[config.mk]
export PLATFORM = sky130hd
export DESIGN_NAME = btn_step_conditioner
export DESIGN_NICKNAME = d
export VERILOG_FILES = /design/src/rtl/btn_step_conditioner.sv
export SDC_FILE = /design/constraint.sdc
export NUM_CORES = 1
export LEC_CHECK = 0
export CAP_MARGIN = 0
export CORE_MARGIN = 2
export CORE_UTILIZATION = 35
export CTS_CLUSTER_SIZE = 24
export DETAILED_ROUTE_END_ITERATION = 16
export PLACE_DENSITY = 0.59
export SLEW_MARGIN = 5
export SYNTH_ARGS = -nofsm -noshare
export SYNTH_HDL_FRONTEND = slang
export SYNTH_SLANG_ARGS = --single-unit
[constraint.sdc]
create_clock -name clk -period 5.2 [get_ports clk]
set_input_delay 1.56 -clock clk [delete_from_list [all_inputs] [get_ports clk]]
set_output_delay 1.56 -clock clk [all_outputs]
set_load 0.02 [all_outputs]
[src/rtl/btn_step_conditioner.sv]
// Push-button / direction-switch conditioner: 2-flop sync, CE-paced debounce, one STEP per press.
// Hold-to-repeat is built in when BTN_STEP_AUTOREPEAT_EN is defined.
module btn_step_conditioner #(
  parameter int DB_TICKS   = 20,
  parameter int REP_DELAY  = 500000,
  parameter int REP_PERIOD = 100000,
  parameter int CNT_W      = 20
) (
  input  logic clk,
  input  logic SYS_NRST,
  input  logic CE,
  input  logic btn,
  input  logic switch,
  output logic STEP,
  output logic UP
);

  typedef enum logic [0:0] {
    ST_IDLE    = 1'b0,
    ST_PRESSED = 1'b1
  } state_e;

  localparam int TICK_MAX =
    (DB_TICKS > REP_DELAY) ? ((DB_TICKS > REP_PERIOD) ? DB_TICKS : REP_PERIOD)
                           : ((REP_DELAY > REP_PERIOD) ? REP_DELAY : REP_PERIOD);
  localparam logic [CNT_W-1:0] TICK_MAX_C = CNT_W'(TICK_MAX);
  localparam logic [CNT_W-1:0] DB_C       = CNT_W'(DB_TICKS);

  // Counters stop at the largest tick target so they can never wrap.
  function automatic logic [CNT_W-1:0] sat_inc(input logic [CNT_W-1:0] v);
    return (v < TICK_MAX_C) ? (v + CNT_W'(1)) : v;
  endfunction

  logic [1:0]       btn_sync_q;
  logic [1:0]       sw_sync_q;
  logic             btn_s;
  logic             sw_s;
  logic [CNT_W-1:0] sw_cnt_q;
  logic [CNT_W-1:0] sw_cnt_inc_s;
  logic             up_q;
  state_e           state_q;
  logic [CNT_W-1:0] btn_cnt_q;
  logic [CNT_W-1:0] btn_cnt_inc_s;
  logic             btn_release_s;
  logic             step_q;

  assign btn_s         = btn_sync_q[1];
  assign sw_s          = sw_sync_q[1];
  assign sw_cnt_inc_s  = sat_inc(sw_cnt_q);
  assign btn_cnt_inc_s = sat_inc(btn_cnt_q);
  assign btn_release_s = !btn_s && (btn_cnt_inc_s >= DB_C);

`ifdef BTN_STEP_AUTOREPEAT_EN
  localparam logic [CNT_W-1:0] REP_DELAY_C  = CNT_W'(REP_DELAY);
  localparam logic [CNT_W-1:0] REP_PERIOD_C = CNT_W'(REP_PERIOD);

  logic [CNT_W-1:0] hold_q;
  logic [CNT_W-1:0] hold_inc_s;
  logic             rep_run_q;
  logic [CNT_W-1:0] rep_lim_s;

  assign hold_inc_s = sat_inc(hold_q);
  assign rep_lim_s  = rep_run_q ? REP_PERIOD_C : REP_DELAY_C;
`endif

  // Two-flop synchronisers; the switch path resets to "count up".
  always_ff @(posedge clk or negedge SYS_NRST) begin
    if (!SYS_NRST) begin
      btn_sync_q <= 2'b00;
      sw_sync_q  <= 2'b11;
    end else begin
      btn_sync_q <= {btn_sync_q[0], btn};
      sw_sync_q  <= {sw_sync_q[0], switch};
    end
  end

  // Direction debouncer: UP follows the synced switch after DB_TICKS differing ticks.
  always_ff @(posedge clk or negedge SYS_NRST) begin
    if (!SYS_NRST) begin
      sw_cnt_q <= '0;
      up_q     <= 1'b1;
    end else if (CE) begin
      if (sw_s != up_q) begin
        if (sw_cnt_inc_s >= DB_C) begin
          up_q     <= sw_s;
          sw_cnt_q <= '0;
        end else begin
          sw_cnt_q <= sw_cnt_inc_s;
        end
      end else begin
        sw_cnt_q <= '0;
      end
    end else begin
      sw_cnt_q <= sw_cnt_q;
    end
  end

  // Press/release FSM; btn_cnt_q debounces the press in IDLE and the release in PRESSED.
  always_ff @(posedge clk or negedge SYS_NRST) begin
    if (!SYS_NRST) begin
      state_q   <= ST_IDLE;
      btn_cnt_q <= '0;
      step_q    <= 1'b0;
`ifdef BTN_STEP_AUTOREPEAT_EN
      hold_q    <= '0;
      rep_run_q <= 1'b0;
`endif
    end else if (CE) begin
      step_q <= 1'b0;
      case (state_q)
        ST_IDLE: begin
          if (!btn_s) begin
            btn_cnt_q <= '0;
          end else if (btn_cnt_inc_s >= DB_C) begin
            state_q   <= ST_PRESSED;
            btn_cnt_q <= '0;
            step_q    <= 1'b1;
`ifdef BTN_STEP_AUTOREPEAT_EN
            hold_q    <= '0;
            rep_run_q <= 1'b0;
`endif
          end else begin
            btn_cnt_q <= btn_cnt_inc_s;
          end
        end
        ST_PRESSED: begin
          if (btn_s) begin
            btn_cnt_q <= '0;
          end else if (btn_release_s) begin
            state_q   <= ST_IDLE;
            btn_cnt_q <= '0;
`ifdef BTN_STEP_AUTOREPEAT_EN
            hold_q    <= '0;
            rep_run_q <= 1'b0;
`endif
          end else begin
            btn_cnt_q <= btn_cnt_inc_s;
          end
`ifdef BTN_STEP_AUTOREPEAT_EN
          // Hold time keeps running through short low glitches; a release tick never repeats.
          if (!btn_release_s) begin
            if (hold_inc_s >= rep_lim_s) begin
              hold_q    <= '0;
              rep_run_q <= 1'b1;
              step_q    <= !step_q;
            end else begin
              hold_q <= hold_inc_s;
            end
          end
`endif
        end
        default: begin
          state_q   <= ST_IDLE;
          btn_cnt_q <= '0;
        end
      endcase
    end else begin
      step_q <= 1'b0;
    end
  end

  assign STEP = step_q;
  assign UP   = up_q;

endmodule

==> run summary <==
Initial DRC Count -> 221
die width -> 93.2 um
Min-Delay Endpoint -> btn_sync_q[1]
Synth Warn # -> 0
gr ovfl total -> 0
Synth Area in Compound Gates -> 18.0%
EDFF count, synth -> 0
Final ANT Viol Nets -> 0
Yosys cell types -> 63
synthesized area -> 0.00279 mm2
Mapped Cells -> 299
mean post-synth cell area -> 9.32 um2
setup slack, reg-to-reg -> 1940 ps
setup bufs post-CTS -> 0
CP Cell Sequence -> nand4_1 > o21bai_1 > a21boi_0 > o311a_1 > nor4_1 > a21boi_0 > mux2_2
Sw Ratio -> 32.9%
status -> finished clean
max-slew violations -> 0
fin crit period -> 3260 ps
sequential area share after synthesis -> 42.3%
reg2reg start -> btn_cnt_q[16]
critical path arrival -> 3460 ps
WP data required -> 5400 ps
Setup Skew -> 5.21 ps
post-CTS sizing -> 0
count of final setup violators -> 0
post-DP HPWL -> 4190 um
post-synthesis mux area share -> 2.74%
Total GRT Usage -> 14.8%
Startpoint Class -> flop
Yosys top cell area share -> 39.5%
Vias -> 2,329
Seq pwr share -> 54.7%
Synth Flop Type -> dfrtp_1
hold path depth -> 0
clock share of power -> 26.6%
post-route DRC violation count -> 0
largest area contributor in the netlist -> dfrtp_1
number of global-route vias before repair -> 2,027
XOR/XNOR Fraction of Synth Area -> 1.57%
share of cells above drive strength 1 -> 9.54%
antenna cells -> 0
Hold Crit Class -> reg -> reg
P_int -> 0.576 mW
Slew @ Worst Pin -> 1060 ps
Period Utilization, post-route -> 62.7%
total negative slack -> 0 ps
clk slew on worst S/H paths -> 90 ps
static leakage -> 1.21 nW
largest net degree at the start of global routing -> 48
Mapped Nets -> 306
Post-Route WL -> 5980 um
Async SR Flop Fraction -> 100%
# nets final -> 310
crit-path max cell delay -> 750 ps
R2R depth -> 7
Port Buffers -> 6
Power Density -> 283 mW/mm2
first-pass GRT wire length -> 10,400 um
antenna violations before repair -> 0
critical-path maximum fanout -> 8
final core area utilization -> 39.3%
sw power -> 0.282 mW
clk_lat worst skew -> 300 ps
Placement Rows -> 32
Initial Utilization -> 36.1%
CP Class -> reg -> reg
Hold Path Origin -> btn_sync_q[0]
main combinational cell family by area after synthesis -> simple AND/OR/NAND/NOR gates
I/O pin total -> 7
unrepaired setup endpoints after global routing -> false
crit end category -> flop
Yosys reg bits -> 47
max-cap violations -> 0
Final GP Congestion -> 0.853
share of total power in combinational logic -> 18.6%
clock sinks -> 47
max frequency -> 307 MHz
Pre-antenna DRT Iters -> 5
CP dominant cell by count -> a21boi_0
Die Y -> 93.2 um
CTS tree -> done
Max-slew headroom -> 29.5%
WL per Instance -> 14.7 um
die area -> 0.00869 mm2
CTS H-tree lvls -> 2
Clock Tree Buf Depth -> 2
P&R area growth vs syn -> 8.93%
Synth top cells by count -> dfrtp_1, nor2_1, nor2b_1, inv_1
top-count cell post-synth -> dfrtp_1
Simple-Gate Fraction of Synth Area -> 30.5%
Worst VDD drop -> 0.187 mV
Vias/cell -> 5.74
CORE AREA -> 0.00773 mm2
clock buffer count from CTS -> 5
highest-delay cell along the critical path -> nor4_1
Post-Synth Adder-Cell Area -> 0.898%
# hold bufs at CTS -> 0
clock root cell -> clkbuf_8
final hold vios -> 0
ranking of synthesized cells by area -> dfrtp_1, nor2b_1, nor2_1
power by group through the flow:
stage	logic, mW	clock network (mW)	registers [mW]
finish	0.160	0.229	0.469
global route	0.183	0.254	0.481
CTS	0.161	0.237	0.469
detailed placement	0.160	0	0.476
global placement	0.157	0	0.474
floorplan	0.123	0	0.458
final cells by class:
class,count,area (um2)
flip-flops and latches,47,1180
well taps,102,128
fillers,759,4690
clock buffers,5,68.8
inverters,16,60.1
clock inverters,3,23.8
repair buffers,9,77.6
multi-input cells,224,1500
registers in the layout (all words and copies together), names as in the netlist, named ones only:
| register | cells |
|---|---|
| UP | 1 |
| sw_sync_q | 2 |
| btn_cnt_q | 20 |
| STEP | 1 |
| sw_cnt_q | 20 |
| btn_sync_q | 2 |
kinds of logic (layout without fill, tap and decap cells):
logic type / count (synthesis) / in the layout
AOI/OAI and AO/OA: 67 / 67
xor gates and xnor gates: 5 / 5
adders and majority gates: 2 / 2
buffers and inverters: 28 / 33
DFF: 47 / 47
muxes: 7 / 7
and+or+nand+nor: 143 / 143
critical path: cells and delay by family, from the launching register on:
kind / cells / cell delay [ps]
simple gates: 2 / 980
mux: 1 / 330
flops: 1 / 440
compound gates: 4 / 1410
per-stage QoR:
| stage | hold WS [ps] | power [mW] | setup slack [ps] | std cells | area [um2] |
|---|---|---|---|---|---|
| after floorplan | 331 | 0.582 | 2420 | 299 | 2790 |
| after global placement | 342 | 0.631 | 1870 | 398 | 2940 |
| after detailed placement | 340 | 0.636 | 1800 | 398 | 2940 |
| after CTS | 364 | 0.868 | 1980 | 406 | 3040 |
| after global routing | 367 | 0.919 | 1670 | 406 | 3040 |
| final | 361 | 0.858 | 1940 | 406 | 3040 |
cells in the final DEF, fill, tap and decap left out, types with 4 or more instances in the layout:
cell type / synthesis / layout
nor4_1: 11 / 11
clkdlybuf4s50_1: 0 / 5
nand3_1: 13 / 13
o2111ai_1: 5 / 5
xor2_1: 4 / 4
nor3b_1: 5 / 5
and4_1: 4 / 4
clkbuf_8: 0 / 5
a21oi_1: 7 / 7
nor2_1: 26 / 26
nand4_1: 10 / 10
nor2b_1: 24 / 24
nor3_1: 8 / 8
inv_1: 16 / 16
o21ai_0: 13 / 13
mux2i_1: 5 / 5
and3_1: 5 / 5
o31ai_1: 4 / 4
nand2_1: 12 / 12
dfrtp_1: 44 / 44
worst max path at each step:
| stage | from | endpoint | slack (ps) | cells after the start |
|---|---|---|---|---|
| 3_3_place_gp | CE | flop | 1870 | 4 |
| 4_1_cts | btn_cnt_q[16] | flop | 1980 | 7 |
| 2_1_floorplan | sw_cnt_q[0] | UP | 2420 | 8 |
| 5_1_grt | btn_cnt_q[16] | flop | 1670 | 7 |
| 6_report | btn_cnt_q[16] | flop | 1940 | 7 |
| 3_5_place_dp | CE | flop | 1800 | 4 |
layer usage:
layer  part of all wire, %  wire length, um  GRT usage [%]
met1                    52             3130           23.5
met3                   4.1              247           2.18
met2                    42             2530           20.5
met5                     0                0              0
met4                   1.3               78           4.41
(Power assumes the default switching activity.)
